## src/rtl/fp_mult_apb_master.sv

```systemverilog
// rtl/fp_mult_apb_master.sv - APB requester: writes four operands to a multiplier, reads back two results
// presetn is a synchronous reset that is active HIGH despite its name.
module fp_mult_apb_master #(
   parameter logic [31:0] BASE_ADDR = 32'h0000_0000,
   parameter int unsigned TIMEOUT   = 255
) (
   input  logic        pclk,
   input  logic        presetn,
   input  logic        start,
   input  logic [31:0] op_a1,
   input  logic [31:0] op_b1,
   input  logic [31:0] op_a2,
   input  logic [31:0] op_b2,
   output logic        busy,
   output logic        done,
   output logic        err,
   output logic [31:0] res1,
   output logic [31:0] res2,
   output logic [31:0] paddr,
   output logic        psel,
   output logic        penable,
   output logic        pwrite,
   output logic [31:0] pwdata,
   input  logic        pready,
   input  logic [31:0] prdata
);

   typedef enum logic [2:0] {IDLE, SETUP, ACCESS, FINISH, ABORT} state_t;

   state_t            state, state_nx;
   logic [2:0]        k, k_nx;
   logic [7:0]        wait_cnt, wait_cnt_nx;
   logic [3:0][31:0]  ops, ops_nx;
   logic [31:0]       addr_nx;
   logic [31:0]       wdata_nx;

   always_comb begin
      state_nx    = state;
      k_nx        = k;
      wait_cnt_nx = wait_cnt;
      ops_nx      = ops;
      case (state)
         IDLE: begin
            if (start) begin
               ops_nx   = {op_b2, op_a2, op_b1, op_a1};
               k_nx     = 3'd0;
               state_nx = SETUP;
            end
         end
         SETUP: begin
            wait_cnt_nx = 8'd0;
            state_nx    = ACCESS;
         end
         ACCESS: begin
            if (pready) begin
               if (k == 3'd5) begin
                  state_nx = FINISH;
               end else begin
                  k_nx     = k + 3'd1;
                  state_nx = SETUP;
               end
            end else if ({24'd0, wait_cnt} + 32'd1 >= TIMEOUT) begin
               state_nx = ABORT;
            end else begin
               wait_cnt_nx = wait_cnt + 8'd1;
            end
         end
         default: state_nx = IDLE;
      endcase
   end

   // Bus fields are computed from the next transfer index so they are registered on SETUP entry.
   assign addr_nx  = BASE_ADDR + {27'd0, k_nx, 2'b00};
   assign wdata_nx = (k_nx < 3'd4) ? ops_nx[k_nx[1:0]] : 32'd0;

   always_ff @(posedge pclk) begin
      if (presetn) begin
         state    <= IDLE;
         k        <= 3'd0;
         wait_cnt <= 8'd0;
         ops      <= '0;
         busy     <= 1'b0;
         done     <= 1'b0;
         err      <= 1'b0;
         psel     <= 1'b0;
         penable  <= 1'b0;
         pwrite   <= 1'b0;
         paddr    <= 32'd0;
         pwdata   <= 32'd0;
         res1     <= 32'd0;
         res2     <= 32'd0;
      end else begin
         state    <= state_nx;
         k        <= k_nx;
         wait_cnt <= wait_cnt_nx;
         ops      <= ops_nx;
         psel     <= (state_nx == SETUP) || (state_nx == ACCESS);
         penable  <= (state_nx == ACCESS);
         busy     <= (state_nx == SETUP) || (state_nx == ACCESS);
         done     <= (state_nx == FINISH) || (state_nx == ABORT);
         if (state_nx == FINISH) begin
            err <= 1'b0;
         end else if (state_nx == ABORT) begin
            err <= 1'b1;
         end
         if (state_nx == SETUP) begin
            paddr  <= addr_nx;
            pwrite <= (k_nx < 3'd4);
            pwdata <= wdata_nx;
         end
         if ((state == ACCESS) && pready) begin
            if (k == 3'd4) res1 <= prdata;
            if (k == 3'd5) res2 <= prdata;
         end
      end
   end

endmodule

```

## config.mk

```make
export PLATFORM = sky130hd
export DESIGN_NAME = fp_mult_apb_master
export DESIGN_NICKNAME = d
export VERILOG_FILES = /design/src/rtl/fp_mult_apb_master.sv
export SDC_FILE = /design/constraint.sdc
export NUM_CORES = 1
export LEC_CHECK = 0
export CAP_MARGIN = 0
export CORE_ASPECT_RATIO = 1.25
export CORE_UTILIZATION = 28
export DETAILED_ROUTE_END_ITERATION = 10
export GPL_ROUTABILITY_DRIVEN = 0
export GPL_TIMING_DRIVEN = 0
export PLACE_DENSITY_LB_ADDON = 0.15
export SKIP_CTS_REPAIR_TIMING = 1
export SLEW_MARGIN = 5
export SYNTH_ARGS = -nofsm -noshare
export SYNTH_HDL_FRONTEND = slang
export SYNTH_SLANG_ARGS = --single-unit
export TNS_END_PERCENT = 30
```

## constraint.sdc

```tcl
create_clock -name pclk -period 6.3 [get_ports pclk]
set_input_delay 1.26 -clock pclk [delete_from_list [all_inputs] [get_ports pclk]]
set_output_delay 1.26 -clock pclk [all_outputs]
set_load 0.03 [all_outputs]
```

==> results.sh, run 1 <==
export IMPL_clk_path_buf_depth=3
export IMPL_routed_wl_mm=36.0
export IMPL_track_usage_pct=19.6
export IMPL_finalHoldViolations=0
export IMPL_fin_util_pct=40.7
export IMPL_cp_required_ns=6.75
export IMPL_relSlewSlack_pct=45.1
export IMPL_cp_arrival_ns=3.79
export IMPL_vdd_drop_max_mv=0.151
export IMPL_antenna_left=0
export IMPL_area_growth_pct=42.6
export IMPL_cts_tree="done"
export IMPL_critPathKind="in -> reg"
export IMPL_syn_area_per_cell_um2=7.92
export IMPL_cp_startpoint="start"
export IMPL_path_max_fanout=10
export IMPL_wl_met2_mm=17.8
export IMPL_setup_tns_final_ns=0
export IMPL_rows=76
export IMPL_vias_per_cell=4.65
export IMPL_drv_slew=0
export IMPL_yosysMostFrequentCell="nand2_1"
export IMPL_grt_antenna_before_repair=7
export IMPL_highest_layer="met5"
export IMPL_stdcell_count=2066
export IMPL_grt_pass1_wl_mm=53.9
export IMPL_switching_power_mw=1.01
export IMPL_synth_top_area_cell="dfxtp_1"
export IMPL_h_tree_depth=1
export IMPL_max_cap_viol_count=0
export IMPL_power_density_nw_per_um2=267
export IMPL_nets=1745
export IMPL_cts_sinks=246
export IMPL_cts_clk_slew_worst_paths_ns=0.06
export IMPL_ys_top_cells_by_count="nand2_1 (427), dfxtp_1 (246), a21oi_1 (211)"
export IMPL_pin_count=298
export IMPL_status="completed"
export IMPL_netlist_area_leader_share_pct=49.7
export IMPL_worst_pin_slew_ns=0.823
export IMPL_wl_met3_mm=2.63
export IMPL_dieArea_um2=36200
export IMPL_seqPwrFrac_pct=44.4
export IMPL_endpoint_kind="flip-flop"
export IMPL_grt_pass1_vias=9272
export IMPL_fin_crit_ns=3.35
export IMPL_critPathLaunchType="input pin"
export IMPL_yosysUniqueCellTypes=58
export IMPL_rsz0062_at_grt="no"
export IMPL_synth_ff_type="dfxtp_1"
export IMPL_drive_gt1_share_pct=7.34
export IMPL_wl_met1_mm=14.8
export IMPL_synth_edf_count=0
export IMPL_wl_per_cell_um=17.4
export IMPL_initial_utilization_pct=28.6
export IMPL_combPwrFrac_pct=14.7
export IMPL_drt_iter0_markers=490
export IMPL_place_ws_ns=2.41
export IMPL_fin_crit_sh_pct=53.1
export IMPL_core_area_um2=34700
export IMPL_synth_seq_cells=246
export IMPL_drc_errors=0
export IMPL_grt_remaining_overflow=0
export IMPL_synthesis_area_um2=9920
export IMPL_numCtsBuffers=26
export IMPL_fmax_mhz=299
export IMPL_finalSetupViolCount=0
export IMPL_synth_cells=1252
export IMPL_root_buffer="clkbuf_16"
export IMPL_yosys_top_cells_area="dfxtp_1 (50%), nand2_1 (16%), a21oi_1 (11%), mux2_2 (3.3%), clkbuf_1 (2.8%)"
export IMPL_yosysSeqAreaShare_pct=49.7
export IMPL_grt_max_degree=13
export IMPL_skew_ns=0.00689
export IMPL_power_total_mw=3.78
export IMPL_worstHoldStart="res2[12]"
export IMPL_async_flop_share_pct=0
export IMPL_hold_path_class="reg -> reg"
export IMPL_fp_dieW_um=170
export IMPL_switching_share_pct=26.6
export IMPL_p_int_mw=2.77
export IMPL_num_vias=9617
export IMPL_dp_cells=2016
export IMPL_hpwlAfterDp_mm=26.9
export IMPL_leakagePower_nw=5.04
export IMPL_io_buffer_count=268
export IMPL_timing_final_ws_setup_ns=2.95
export IMPL_die_y_um=212
export IMPL_r2r_start="k[1]"
export IMPL_clock_latency_ns=0.54
export IMPL_p_clk_share_pct=40.9
export IMPL_ys_warn_count=0
export IMPL_firstDrtPassIters=5
-- cell type report --
| type | count | area (um^2) |
|---|---|---|
| Buffer | 122 | 602 |
| Clock buffer | 43 | 806 |
| Antenna cell | 5 | 12.5 |
| Multi-Input combinational cell | 905 | 4470 |
| Clock inverter | 2 | 35.0 |
| Inverter | 7 | 26.3 |
| Sequential cell | 246 | 4920 |
| Tap cell | 468 | 586 |
| Fill cell | 3651 | 20600 |
| Timing Repair Buffer | 268 | 2680 |
-- worst paths after layout --
| path | end | slack, ns | depth (start not counted) |
|---|---|---|---|
| setup / recovery | pwdata[13] | 2.95 | 7 |
| hold / removal | res2[12] | 0.45 | 2 |
| setup reg to reg | pwdata[20] | 3.32 | 11 |
| hold reg to reg | res2[12] | 0.45 | 2 |
-- cells by family after synthesis --
kind of cell | count (synthesis) | synth area share, %
adder cells (fa/ha/maj) | 5 | 0.631
AND/OR/NAND/NOR | 508 | 20.8
multiplexers | 30 | 3.39
XOR/XNOR | 4 | 0.353
AO/OA/AOI/OAI | 329 | 18.8
buffers and inverters | 129 | 6.33
flip-flops | 246 | 49.7
other | 1 | 0.0378
-- sequential cells by signal, indices dropped and copies added (netlist names), 3 cells and up --
signal / count
k: 3
ops: 128
paddr: 3
pwdata: 32
res1: 32
res2: 32
state: 3
wait_cnt: 8
-- layer usage --
layer,track usage [%],up-vias
met5,0,-
met4,4.66,8
met3,4.99,51
met2,35.5,306
met1,22.9,4416
li1,-,4836
-- power by group through the flow --
stage | clock network [mW] | logic, mW | registers [mW]
after global placement | 0 | 0.558 | 1.71
after detailed placement | 0 | 0.560 | 1.71
after floorplan | 0 | 0.253 | 1.74
after global routing | 1.65 | 0.606 | 1.69
after CTS | 1.59 | 0.562 | 1.68
final | 1.54 | 0.555 | 1.68
-- cell usage in the layout (no fill, tap or decap), drive strengths merged, types with 4 or more instances in the layout --
cell type / n
o21ai: 39
nand3: 8
diode: 5
clkdlybuf4s50: 268
inv: 7
o221ai: 29
ha: 5
or3: 4
nor3: 13
dfxtp: 246
o22ai: 30
conb: 29
buf: 48
nor2: 32
nand2: 427
a21oi: 211
clkbuf: 117
mux2: 29
-- worst max-delay path: stages --
cell	delay [ns]
clkdlybuf4s50_1	0.50
nor4b_4	0.48
o32ai_1	0.21
nor3_2	0.41
clkbuf_1	0.49
o221ai_1	0.21
o21ai_0	0.22
-- through the flow --
stage | cell area (um^2) | hold slack, ns
after floorplan | 10000 | 0.432
after global placement | 13300 | 0.438
after detailed placement | 13300 | 0.444
after CTS | 14100 | 0.453
after global routing | 14100 | 0.467
final | 14100 | 0.450
(Power assumes the default switching activity.)
==> run 2, diff against run 1 <==
clock period = 2.81 ns   (was 6.3 ns; I/O delays follow)
==> run 2 against run 1 <==
Compared with the run above: first-iteration DRC count is 6.5% higher; worst setup slack got worse by 2.8 ns; routed wire length is essentially flat; global-route usage unchanged; clock power increased by 120%; critical path depth increased by 4; total power is 120% higher; critical path type is now reg -> reg.
==> results.sh, run 2 (synthesis results as in run 1) <==
export IMPL_fillCellCount=3648
export IMPL_track_usage_pct=19.6
export IMPL_grt_pass1_wl_mm=53.9
export IMPL_vias_per_cell=4.64
export IMPL_final_common_cell="nand2_1"
export IMPL_initial_utilization_pct=28.6
export IMPL_r2r_slack_ns=0.17
export IMPL_rows=76
export IMPL_r2r_start="k[1]"
export IMPL_grt_remaining_overflow=0
export IMPL_relSlewSlack_pct=45.4
export IMPL_hold_depth=2
export IMPL_regMostFlops="ops"
export IMPL_die_y_um=212
export IMPL_reg2reg_to="pwdata[20]"
export IMPL_fin_crit_ns=2.64
export IMPL_largest_reg_flops=128
export IMPL_cts_tree="done"
export IMPL_endpoint_kind="flip-flop"
export IMPL_max_cap_viol_count=0
export IMPL_numCtsBuffers=26
export IMPL_num_vias=9580
export IMPL_setup_tns_final_ns=0
export IMPL_area_growth_pct=42.8
export IMPL_cp_slowest_stage_delay_ns=0.40
export IMPL_final_cell_mix="nand2_1 (427), clkdlybuf4s50_1 (268), dfxtp_1 (245), a21oi_1 (210), clkbuf_1 (79)"
export IMPL_cp_required_ns=3.23
export IMPL_fp_dieW_um=170
export IMPL_finalSetupViolCount=0
export IMPL_nets=1745
export IMPL_leakagePower_nw=5.06
export IMPL_fin_crit_sh_pct=94.1
export IMPL_place_area_um2=13300
export IMPL_pin_count=298
export IMPL_seqCellArea_um2=4930
export IMPL_cp_slowest_cell="dfxtp_2"
export IMPL_wl_per_cell_um=17.4
export IMPL_clk_path_buf_depth=3
export IMPL_worstHoldStart="res2[12]"
export IMPL_firstDrtPassIters=4
export IMPL_hold_path_class="reg -> reg"
export IMPL_path_cells="inv_1 > ha_1 > nand2_1 > clkbuf_2 > nand2_1 > a21oi_2 > buf_4 > buf_4 > mux2_2 > o22ai_1 > o21ai_0"
export IMPL_skew_ns=0.00672
export IMPL_drv_slew=0
export IMPL_reg2reg_depth=11
export IMPL_drc_errors=0
export IMPL_drive_gt1_share_pct=7.72
export IMPL_grt_pass1_vias=9272
export IMPL_routed_wl_mm=36.0
export IMPL_cts_clk_slew_worst_paths_ns=0.07
export IMPL_switching_power_mw=2.26
export IMPL_status="completed"
export IMPL_multi_input_area_um2=4470
export IMPL_hold_end="res2[12]"
export IMPL_root_buffer="clkbuf_16"
export IMPL_power_density_nw_per_um2=599
export IMPL_cts_sinks=246
export IMPL_switching_share_pct=26.6
export IMPL_antenna_left=0
export IMPL_finalHoldViolations=0
export IMPL_seqPwrFrac_pct=44.4
export IMPL_combPwrFrac_pct=14.7
export IMPL_rsz0062_at_grt="yes"
export IMPL_fmax_mhz=378
export IMPL_h_tree_depth=1
export IMPL_worst_path_buf_inv=4
export IMPL_critPathKind="reg -> reg"
export IMPL_vdd_drop_max_mv=0.341
export IMPL_crit_family="buffers and inverters"
export IMPL_io_buffer_count=268
export IMPL_critPathLaunchType="flip-flop"
export IMPL_dieArea_um2=36200
export IMPL_grt_antenna_before_repair=7
export IMPL_clock_latency_ns=0.54
export IMPL_fin_util_pct=40.8
export IMPL_cp_depth=11
export IMPL_final_cell_area_um2=14200
export IMPL_worst_pin_slew_ns=0.818
export IMPL_drt_iter0_markers=522
export IMPL_path_max_fanout=10
export IMPL_p_int_mw=6.22
export IMPL_core_area_um2=34700
export IMPL_hpwlAfterDp_mm=26.9
export IMPL_cp_arrival_ns=3.06
export IMPL_p_clk_share_pct=40.9
export IMPL_grt_max_degree=13
[run 2: cell type report]
cell class              count  area share [%]
flip-flops and latches    246            34.8
multi-input cells         905            31.6
repair buffers            268            18.9
clock buffers              43            5.69
plain buffers             122            4.32
well taps                 468            4.14
clock inverters             2           0.247
inverters                   7           0.186
diodes                      5          0.0884
[run 2: worst max path at each step]
stage	from	to	slack (ns)
after floorplan	k[1]	pwdata[21]	0.52
after CTS	k[1]	pwdata[20]	-0.16
after global routing	k[1]	pwdata[20]	-0.003
after detailed placement	pready	pwdata[20]	-0.38
final	k[1]	pwdata[20]	0.17
after global placement	pready	pwdata[20]	-0.41
[run 2: power groups by stage]
| stage | logic [mW] | clock network (mW) | registers (mW) |
|---|---|---|---|
| after detailed placement | 1.26 | 0 | 3.84 |
| after global routing | 1.36 | 3.69 | 3.78 |
| after floorplan | 0.567 | 0 | 3.91 |
| final | 1.25 | 3.46 | 3.76 |
| after CTS | 1.26 | 3.57 | 3.76 |
| after global placement | 1.25 | 0 | 3.84 |
[run 2: per-layer routing]
layer  wire [um]  part of all wire (%)  global-route usage, %
met3        2700                   7.5                   4.99
met2       17900                    50                   35.5
met5          46                  0.13                      0
met4         670                   1.9                   4.66
met1       14700                    41                   22.9
[run 2: stage by stage]
stage / worst slack, ns / power (mW) / hold slack, ns / std cells
6_report: 0.166 / 8.47 / 0.450 / 2066
5_1_grt: -0.00299 / 8.84 / 0.467 / 2061
4_1_cts: -0.156 / 8.59 / 0.453 / 2061
3_5_place_dp: -0.380 / 5.10 / 0.444 / 2016
3_3_place_gp: -0.413 / 5.09 / 0.438 / 2016
2_1_floorplan: 0.518 / 4.47 / 0.432 / 1280
[run 2: worst reg2reg max path, stage by stage, from the launching register on]
cell      delay, ns
dfxtp_2        0.40
inv_1          0.08
ha_1           0.21
nand2_1        0.09
clkbuf_2       0.22
nand2_1        0.14
a21oi_2        0.22
buf_4          0.24
buf_4          0.26
mux2_2         0.36
o22ai_1        0.18
o21ai_0        0.13
